<file path="src/rtl/uart_pkg.sv">
// Shared UART definitions: parity and TX state encodings plus frame-format helpers.
package uart_pkg;

  localparam int unsigned MIN_DATA_BITS = 5;

  typedef enum logic [1:0] {
    PAR_NONE = 2'b00,
    PAR_EVEN = 2'b01,
    PAR_ODD  = 2'b10
  } parity_e;

  typedef enum logic [2:0] {
    StIdle,
    StStart,
    StData,
    StParity,
    StStop1,
    StStop2
  } tx_state_e;

  function automatic logic [3:0] clamp_bits(logic [3:0] req, logic [3:0] max_bits);
    if (req < 4'(MIN_DATA_BITS)) return 4'(MIN_DATA_BITS);
    if (req > max_bits) return max_bits;
    return req;
  endfunction

  // The raw encoding 2'b11 also means no parity.
  function automatic parity_e decode_parity(logic [1:0] raw);
    case (raw)
      2'b01:   return PAR_EVEN;
      2'b10:   return PAR_ODD;
      default: return PAR_NONE;
    endcase
  endfunction

endpackage

</file>
<file path="src/rtl/uart_sync_fifo.sv">
// Synchronous FIFO with occupancy count; full/empty derive from the level, not the pointers.
module uart_sync_fifo #(
  parameter int unsigned Width = 8,
  parameter int unsigned Depth = 8
) (
  input  logic                     clk_i,
  input  logic                     rst_ni,
  input  logic                     push_i,
  input  logic [Width-1:0]         wdata_i,
  input  logic                     pop_i,
  output logic [Width-1:0]         rdata_o,
  output logic                     full_o,
  output logic                     empty_o,
  output logic [$clog2(Depth):0]   level_o
);

  localparam int unsigned PtrW = $clog2(Depth);
  localparam int unsigned LvlW = PtrW + 1;

  logic [Width-1:0] mem_q [Depth];
  logic [PtrW-1:0]  wptr_q, wptr_d, rptr_q, rptr_d;
  logic [LvlW-1:0]  level_q, level_d;
  logic             do_push, do_pop;

  assign full_o  = (level_q == LvlW'(Depth));
  assign empty_o = (level_q == '0);
  assign do_push = push_i && !full_o;
  assign do_pop  = pop_i && !empty_o;
  assign rdata_o = mem_q[rptr_q];
  assign level_o = level_q;

  always_comb begin
    wptr_d  = wptr_q;
    rptr_d  = rptr_q;
    level_d = level_q;
    if (do_push) wptr_d = wptr_q + PtrW'(1);
    if (do_pop)  rptr_d = rptr_q + PtrW'(1);
    case ({do_push, do_pop})
      2'b10:   level_d = level_q + LvlW'(1);
      2'b01:   level_d = level_q - LvlW'(1);
      default: level_d = level_q;
    endcase
  end

  always_ff @(posedge clk_i or negedge rst_ni) begin
    if (!rst_ni) begin
      wptr_q  <= '0;
      rptr_q  <= '0;
      level_q <= '0;
    end else begin
      wptr_q  <= wptr_d;
      rptr_q  <= rptr_d;
      level_q <= level_d;
    end
  end

  always_ff @(posedge clk_i) begin
    if (do_push) mem_q[wptr_q] <= wdata_i;
  end

endmodule

</file>
<file path="src/rtl/uart_tx_cfg.sv">
// UART transmitter with TX FIFO, runtime frame format (5-9 data bits, parity, 1/2 stop)
// and line break. tx_o and done_o are registered, so both lag the FSM state by one clock.
module uart_tx_cfg
  import uart_pkg::*;
#(
  parameter int unsigned DATA_W     = 9,
  parameter int unsigned FIFO_DEPTH = 8,
  parameter int unsigned DIV_W      = 16
) (
  input  logic                          clock,
  input  logic                          resetn,
  input  logic [DIV_W-1:0]              bauddiv_i,
  input  logic [3:0]                    data_bits_i,
  input  logic [1:0]                    parity_i,
  input  logic                          stop2_i,
  input  logic                          break_i,
  input  logic                          wr_valid_i,
  input  logic [DATA_W-1:0]             wr_data_i,
  output logic                          wr_ready_o,
  output logic [$clog2(FIFO_DEPTH):0]   fifo_level_o,
  output logic                          tx_o,
  output logic                          tx_busy_o,
  output logic                          done_o
);

  tx_state_e          state_q, state_d;
  logic [DIV_W-1:0]   cnt_q, cnt_d;
  logic [DATA_W-1:0]  shift_q, shift_d;
  logic [3:0]         bitcnt_q, bitcnt_d;
  logic [3:0]         nbits_q, nbits_d;
  parity_e            par_q, par_d;
  logic               stop2_q, stop2_d;
  logic               acc_q, acc_d;
  logic               tx_q, tx_d;
  logic               done_q, done_d;

  logic               fifo_full, fifo_empty, fifo_pop;
  logic [DATA_W-1:0]  fifo_rdata;
  logic               bit_end, can_start, start_frame;

  uart_sync_fifo #(
    .Width (DATA_W),
    .Depth (FIFO_DEPTH)
  ) u_fifo (
    .clk_i   (clock),
    .rst_ni  (resetn),
    .push_i  (wr_valid_i),
    .wdata_i (wr_data_i),
    .pop_i   (fifo_pop),
    .rdata_o (fifo_rdata),
    .full_o  (fifo_full),
    .empty_o (fifo_empty),
    .level_o (fifo_level_o)
  );

  assign wr_ready_o = !fifo_full;
  assign tx_busy_o  = (state_q != StIdle) || !fifo_empty;
  assign tx_o       = tx_q;
  assign done_o     = done_q;
  assign bit_end    = (cnt_q == '0);
  assign can_start  = !fifo_empty && !break_i;
  assign fifo_pop   = start_frame;

  always_comb begin
    state_d     = state_q;
    cnt_d       = cnt_q;
    shift_d     = shift_q;
    bitcnt_d    = bitcnt_q;
    nbits_d     = nbits_q;
    par_d       = par_q;
    stop2_d     = stop2_q;
    acc_d       = acc_q;
    tx_d        = 1'b1;
    done_d      = 1'b0;
    start_frame = 1'b0;

    if (state_q != StIdle) begin
      cnt_d = bit_end ? bauddiv_i : cnt_q - DIV_W'(1);
    end

    case (state_q)
      StIdle: begin
        tx_d        = !break_i;
        start_frame = can_start;
      end
      StStart: begin
        tx_d = 1'b0;
        if (bit_end) begin
          state_d  = StData;
          bitcnt_d = '0;
          acc_d    = 1'b0;
        end
      end
      StData: begin
        tx_d = shift_q[0];
        if (bit_end) begin
          shift_d  = shift_q >> 1;
          acc_d    = acc_q ^ shift_q[0];
          bitcnt_d = bitcnt_q + 4'd1;
          if (bitcnt_q == nbits_q - 4'd1) begin
            state_d = (par_q != PAR_NONE) ? StParity : StStop1;
          end
        end
      end
      StParity: begin
        tx_d = acc_q ^ (par_q == PAR_ODD);
        if (bit_end) state_d = StStop1;
      end
      StStop1: begin
        if (bit_end) begin
          if (stop2_q) begin
            state_d = StStop2;
          end else begin
            done_d      = 1'b1;
            start_frame = can_start;
            state_d     = StIdle;
          end
        end
      end
      StStop2: begin
        if (bit_end) begin
          done_d      = 1'b1;
          start_frame = can_start;
          state_d     = StIdle;
        end
      end
      default: state_d = StIdle;
    endcase

    // Frame format is captured together with the popped word and held for the whole frame.
    if (start_frame) begin
      state_d = StStart;
      cnt_d   = bauddiv_i;
      shift_d = fifo_rdata;
      nbits_d = clamp_bits(data_bits_i, 4'(DATA_W));
      par_d   = decode_parity(parity_i);
      stop2_d = stop2_i;
      acc_d   = 1'b0;
    end
  end

  always_ff @(posedge clock or negedge resetn) begin
    if (!resetn) begin
      state_q  <= StIdle;
      cnt_q    <= '0;
      shift_q  <= '0;
      bitcnt_q <= '0;
      nbits_q  <= 4'(MIN_DATA_BITS);
      par_q    <= PAR_NONE;
      stop2_q  <= 1'b0;
      acc_q    <= 1'b0;
      tx_q     <= 1'b1;
      done_q   <= 1'b0;
    end else begin
      state_q  <= state_d;
      cnt_q    <= cnt_d;
      shift_q  <= shift_d;
      bitcnt_q <= bitcnt_d;
      nbits_q  <= nbits_d;
      par_q    <= par_d;
      stop2_q  <= stop2_d;
      acc_q    <= acc_d;
      tx_q     <= tx_d;
      done_q   <= done_d;
    end
  end

endmodule

</file>
<file path="config.mk">
export PLATFORM = sky130hd
export DESIGN_NAME = uart_tx_cfg
export DESIGN_NICKNAME = d
export VERILOG_FILES = /design/src/rtl/uart_pkg.sv /design/src/rtl/uart_sync_fifo.sv /design/src/rtl/uart_tx_cfg.sv
export SDC_FILE = /design/constraint.sdc
export NUM_CORES = 1
export LEC_CHECK = 0
export CORE_ASPECT_RATIO = 0.5
export CORE_MARGIN = 4
export CORE_UTILIZATION = 65
export CTS_BUF_LIST = sky130_fd_sc_hd__clkbuf_8
export DETAILED_ROUTE_END_ITERATION = 12
export HOLD_SLACK_MARGIN = 0.1
export PLACE_DENSITY = 0.89
export SETUP_SLACK_MARGIN = 0.5
export SLEW_MARGIN = 20
export SYNTH_ARGS = -nofsm -noshare
export SYNTH_HDL_FRONTEND = slang
export SYNTH_SLANG_ARGS = --single-unit
</file>
<file path="constraint.sdc">
create_clock -name clock -period 7.3 [get_ports clock]
set_clock_uncertainty 0.15 [all_clocks]
set_input_delay 1.46 -clock clock [delete_from_list [all_inputs] [get_ports clock]]
set_output_delay 1.46 -clock clock [all_outputs]
set_load 0.05 [all_outputs]
</file>
=== Word-level counts from Yosys, hierarchy flattened ===
Memories as Yosys holds them, arrays and structs flattened.
Cells that the tools add are included.

* Output and inout port bits: 8
* Word-level logic and storage cells: 113
* Register bits after elaboration: 52
* Memory bits (writable): 72
* Bits of input ports: 36
* Memories kept: 1

* Muxes and demuxes: 45
* Bitwise operators: 2
* Reduce and logical (&&, ||, !) cells: 22
* Add/subtract/negate cells: 7
* Order comparisons: 2
* Equality and inequality tests: 21

{| class="wikitable"
|+ Memories
! memory !! words !! bits a word !! rd ports !! clocked after memory_dff !! wr ports !! RTL line !! text
|-
| u_fifo.mem_q || 8 || 9 || 1 || 0 || 1 || uart_sync_fifo.sv:20 || <nowiki>logic [Width-1:0] mem_q [Depth];</nowiki>
|}

{| class="wikitable"
|+ Operators with widths
! operator !! number
|-
| 16-bit two-way mux || 3
|-
| 3-bit two-way mux || 9
|-
| 9-bit two-way mux || 3
|-
| 4-bit two-way mux || 6
|-
| 3-bit by 2-bit inequality test with 1-bit output, second input constant || 6
|-
| 3-bit one-hot mux with 6 select lines || 1
|-
| 16-bit logical NOT || 1
|-
| 1-bit two-way mux || 16
|-
| 4-bit one-hot mux with 2 select lines || 2
|-
| 16-bit by 1-bit subtractor with 16-bit output, second input constant || 1
|-
| 2-bit nonzero test || 6
|-
| 4-bit by 1-bit adder with 4-bit output, second input constant || 2
|-
| 4-bit by 1-bit subtractor with 4-bit output, second input constant || 2
|-
| 7-bit AND reduction || 1
|-
| 3-bit by 1-bit adder with 3-bit output, second input constant || 2
|-
| 2-bit == test, second input constant || 3
|-
| 3-bit by 2-bit == test with 1-bit output, second input constant || 2
|-
| 3-bit == test, second input constant || 2
|-
| 3-bit AND reduction || 2
|-
| 3-bit nonzero test || 2
|-
| 2-bit by 1-bit == test with 1-bit output, second input constant || 2
|-
| 4-bit == test || 1
|-
| 4-bit == test, second input constant || 1
|-
| 4-bit greater-than comparator, second input constant || 1
|-
| other kinds (15) || 22
|}

=== Longest topological paths before layout ===
* Depth after elaboration: 11
* Gate-level depth with buffers: 14

=== Cells and area by module ===
Synthesis repeated with hierarchy kept, for this count alone.

* Cell total of the unflattened synthesis: 454
* Area total of the unflattened synthesis: 5949.5 sq um

{| class="wikitable"
|+ By module, submodules not included
! module !! area an instance (sq um) !! seq. area each (sq um) !! times used !! cells each
|-
| uart_sync_fifo || 3450.8 || 2412.3 || 1 || 172
|-
| uart_tx_cfg || 2498.6 || 1054.8 || 1 || 282
|}

=== Worst setup path before layout ===
Ideal clock, no wire load.

* Path type: in2reg
* From: in break_i
* To: reg u_fifo.level_q[2], in the netlist u_fifo.level_o[2]
* Library setup time: 0.151 ns
* Arrival: 3.131 ns
* Buffers on the path: 0
* Stages: 10
* Setup slack: 3.868 ns
* Path through: nor4_1 > a21oi_4 > inv_4 > ha_1 > xor2_1 > ha_1 > a21oi_1 > xor2_1 > nor2_1 > xor2_1

* Word-level cells in the longest chain between the ends: 8

{| class="wikitable"
|+ Ends and longest elaborated chain
! element !! RTL line !! text
|-
| start: declaration || uart_tx_cfg.sv:16 || <nowiki>input logic break_i,</nowiki>
|-
| 1-bit logical NOT (*) || uart_tx_cfg.sv:61 || <nowiki>assign can_start = !fifo_empty && !break_i;</nowiki>
|-
| 1-bit logical AND (*) || uart_tx_cfg.sv:61 ||
|-
| 1-bit two-way mux || uart_tx_cfg.sv:111 || <nowiki>if (stop2_q) begin</nowiki>
|-
| 1-bit two-way mux || uart_tx_cfg.sv:110 || <nowiki>if (bit_end) begin</nowiki>
|-
| 1-bit one-hot mux with 3 select lines (*) || uart_tx_cfg.sv:81 || <nowiki>case (state_q)</nowiki>
|-
| 1-bit logical AND (*) || uart_sync_fifo.sv:28 || <nowiki>assign do_pop = pop_i && !empty_o;</nowiki>
|-
| via u_fifo.do_pop || uart_sync_fifo.sv:23 || <nowiki>logic do_push, do_pop;</nowiki>
|-
| 2-bit by 1-bit == test with 1-bit output / 2-bit == test (equally long branches) || uart_sync_fifo.sv:38 || <nowiki>case ({do_push, do_pop})</nowiki>
|-
| 4-bit one-hot mux with 2 select lines / 2-bit nonzero test (equally long branches) || - ||
|-
| end signal: assignment || uart_sync_fifo.sv:53 || <nowiki>level_q <= level_d;</nowiki>
|-
| end: declaration || uart_sync_fifo.sv:22 || <nowiki>logic [LvlW-1:0] level_q, level_d;</nowiki>
|}

The timed path passes the listed nets; every way through them passes the cells marked *.
A chain may end at the register's enable or synchronous reset.

=== Worst setup path in the final report ===
* From: reg state_q[0]
* To: out tx_busy_o

* Word-level cells in the longest chain between the ends: 2

{| class="wikitable"
|+ Ends and longest elaborated chain
! element !! RTL line !! text
|-
| start: declaration || uart_tx_cfg.sv:26 || <nowiki>tx_state_e state_q, state_d;</nowiki>
|-
| start signal: assignment || uart_tx_cfg.sv:144 || <nowiki>state_q <= StIdle;</nowiki>
|-
| start signal: assignment || uart_tx_cfg.sv:155 || <nowiki>state_q <= state_d;</nowiki>
|-
| 3-bit nonzero test || uart_tx_cfg.sv:57 || <nowiki>assign tx_busy_o = (state_q != StIdle) || !fifo_empty;</nowiki>
|-
| 1-bit logical OR || uart_tx_cfg.sv:57 ||
|-
| end: declaration || uart_tx_cfg.sv:22 || <nowiki>output logic tx_busy_o,</nowiki>
|}

Every way passes these cells.

==> impl_metrics.sql <==
INSERT INTO impl_metrics (metric_group, metric, value, unit) VALUES
('clock_tree', 'cts_tree', 'built', ''),
('power_and_ir_drop', 'p_int', '1330', 'uW'),
('critical_path', 'timing.critical_path.to_type', 'output pin', ''),
('drt', 'routed_wirelength', '11.9', 'mm'),
('timing', 'timing_worst_slew_pin_value', '0.911', 'ns'),
('grt', 'largest_net_degree_at_the_start_of_global_routing', '53', ''),
('yosys', 'yosysSeqAreaShare', '59.5', '%'),
('timing', 'finalHoldViolCount', '0', ''),
('yosys', 'synth_flop_cell', 'edfxtp_1', ''),
('critical_path', 'crit_family', 'simple AND/OR/NAND/NOR gates', ''),
('power_and_ir_drop', 'share_seq_of_total_power', '50.0', '%'),
('yosys', 'synth.distinct_cells', '64', ''),
('power_and_ir_drop', 'cell_area_power_density', '286', 'mW/mm^2'),
('die', 'ioPinCount', '44', ''),
('die', 'initial_core_util', '66.9', '%'),
('yosys', 'synth-edff-count', '72', ''),
('timing', 'timing.final.setup_violations', '0', ''),
('critical_path', 'cp.buffers_inverters', '1', ''),
('drt', 'vias', '3914', ''),
('yosys', 'synth_most_common_cell', 'edfxtp_1', ''),
('yosys', 'yosysWarnings', '0', ''),
('hold_path', 'hold_crit_class', 'flip-flop to flip-flop', ''),
('clock_tree', 'cts-resized-gates', '0', ''),
('timing', 'relSlewSlack', '38.9', '%'),
('critical_path', 'worst_path_arrival', '2.59', 'ns'),
('timing', 'timing.final.ws_setup', '3.10', 'ns'),
('placed_design', 'hpwl', '7.71', 'mm'),
('die', 'floorplan.die.width', '142', 'um'),
('critical_path', 'crit_chain', 'nor3_1 -> nand2_1 -> clkdlybuf4s50_1', ''),
('timing', 'fin_tns_setup', '0', 'ns'),
('clock_tree', 'worst_skew_pair.late_latency', '0.44', 'ns'),
('timing', 'final_critical_period', '4.20', 'ns'),
('drt', 'routed_via_density', '6.22', ''),
('power_and_ir_drop', 'leakage_power_of_the_design', '0.00244', 'uW'),
('critical_path', 'required', '5.69', 'ns'),
('yosys', 'synth.largest_area_cell', 'edfxtp_1', ''),
('power_and_ir_drop', 'vdd_ir_drop_max', '0.000153', 'V'),
('die', 'std_cell_rows', '24', ''),
('grt', 'grtUsageTotal', '24.3', '%'),
('layout', 'antenna-diode-count', '0', ''),
('yosys', 'netlist_area', '0.00583', 'mm^2'),
('critical_path', 'crit_slowest_cell', 'clkdlybuf4s50_1', ''),
('layout', 'nets', '543', ''),
('yosys', 'gate_count_post_synth', '450', ''),
('layout', 'layout-area-overhead-vs-synth', '16.5', '%'),
('timing', 'fmax', '0.238', 'GHz'),
('placed_design', 'gp_congestion', '0.852', ''),
('clock_tree', 'clock_sinks', '124', ''),
('clock_tree', 'clkTransAtPathRegs', '0.08', 'ns'),
('yosys', 'synth_commonest_cells', 'edfxtp_1, dfrtp_1, nand2_1', ''),
('grt', 'grt_pass1_vias', '3868', ''),
('clock_tree', 'cts_hold_repair.buffers', '0', ''),
('grt', 'grt_overflow_total', '0', ''),
('drt', 'antenna_violating_nets_post_route', '0', ''),
('critical_path', 'path_max_fanout', '18', ''),
('grt', 'wire_length_of_the_first_global_routing_pass', '19.5', 'mm'),
('yosys', 'yosys.area.top_type_share', '37.1', '%'),
('clock_tree', 'deepest_clock_path_buffer_count', '2', ''),
('timing', 'worst_hold_slack', '0.361', 'ns'),
('power_and_ir_drop', 'netSwitchingFraction', '31.7', '%'),
('yosys', 'post_synth_arst_share', '41.9', '%'),
('power_and_ir_drop', 'share_clk_of_total_power', '32.0', '%'),
('timing', 'min_period_over_period', '57.5', '%'),
('job', 'max_cap_violations', '0', ''),
('drt', 'avgRoutedWirePerCell', '18.9', 'um'),
('critical_path', 'critical_path.startpoint_type', 'flip-flop', ''),
('die', 'core-area', '0.00871', 'mm^2'),
('placed_design', 'post-place-ws', '2.80', 'ns'),
('status', 'status', 'complete, no violations', ''),
('drt', 'drt-initial-drc-count', '342', ''),
('power_and_ir_drop', 'netSwitchingPower', '616', 'uW');
==> power groups by stage <==
stage	Combinational [uW]	Clock, uW	Sequential (uW)
detailed placement	350	0	985
global placement	337	0	978
floorplan	213	0	980
global route	383	667	986
finish	349	623	972
CTS	352	631	971
==> cells by family after synthesis <==
family	share of synthesized area, %
buf+inv	2.60
fa+ha+maj	1.91
xor+xnor	2.51
simple gates	13.5
mux	8.93
flops	59.5
compound gates	11.1
==> sequential cells by signal (all words and copies together), names as in the netlist <==
register and cells:
state_q 3, stop2_q 1, nbits_q 4, shift_q 9
done_o 1, cnt_q 16, u_fifo.rptr_q 3, par_q 2
bitcnt_q 4, u_fifo.mem_q 72, tx_o 1, acc_q 1
u_fifo.level_o 4, u_fifo.wptr_q 3
==> path summary, 6_finish.rpt <==
check,from,end,slack (ns),cells after the start
worst max-delay path,state_q[0],tx_busy_o,3.10,3
worst min-delay path,par_q[1],par_q[1],0.36,2
worst max register to register,cnt_q[0],u_fifo.level_o[2],3.57,13
worst min register to register,par_q[1],par_q[1],0.36,2
max in group asynchronous,resetn,nbits_q[1],5.57,2
min in group asynchronous,resetn,bitcnt_q[3],0.98,2
==> tightest hold or removal path, delay by kind of cell (launching register included) <==
family | cells | cell delay (ns)
compound gates | 1 | 0.06
flops | 1 | 0.36
simple gates | 1 | 0.05
==> cell usage in the layout, fill, tap and decap left out, drive strengths merged, types with 11 or more instances in the layout <==
master / synthesis / layout
o21ai: 34 / 34
dfrtp: 49 / 49
clkdlybuf4s50: 0 / 42
mux4: 18 / 18
nor3: 26 / 26
a211oi: 11 / 11
edfxtp: 72 / 72
a21oi: 21 / 21
clkbuf: 12 / 17
nor2b: 11 / 11
inv: 11 / 20
nand2: 38 / 38
nor2: 21 / 21
==> metal layers <==
metal	GRT usage (%)	share of wire [%]	vias up	wire length (um)
li1	-	-	1841	-
met5	0	0	-	0
met3	7.30	6.4	20	766
met1	31.8	43	1919	5160
met2	40.0	49	134	5790
met4	8.40	1.6	0	187
==> metrics by stage <==
| step | instance area [um^2] | total power [uW] | cells | utilization, % |
|---|---|---|---|---|
| 5_1_grt | 6790 | 2040 | 629 | 78.0 |
| 4_1_cts | 6790 | 1950 | 629 | 78.0 |
| 3_3_place_gp | 6380 | 1320 | 597 | 73.3 |
| 3_5_place_dp | 6380 | 1330 | 597 | 73.3 |
| 2_1_floorplan | 5830 | 1190 | 450 | - |
| 6_report | 6790 | 1940 | 629 | 78.0 |
==> layout make-up <==
cell class / count / area, um^2
clock buffer: 17 / 234
tap: 117 / 146
sequential: 124 / 3470
fill: 508 / 1920
timing repair buffer: 52 / 493
inverter: 11 / 43.8
multi-input combinational: 293 / 2230
clock inverter: 15 / 173
Power figures use the tool's default switching activity.
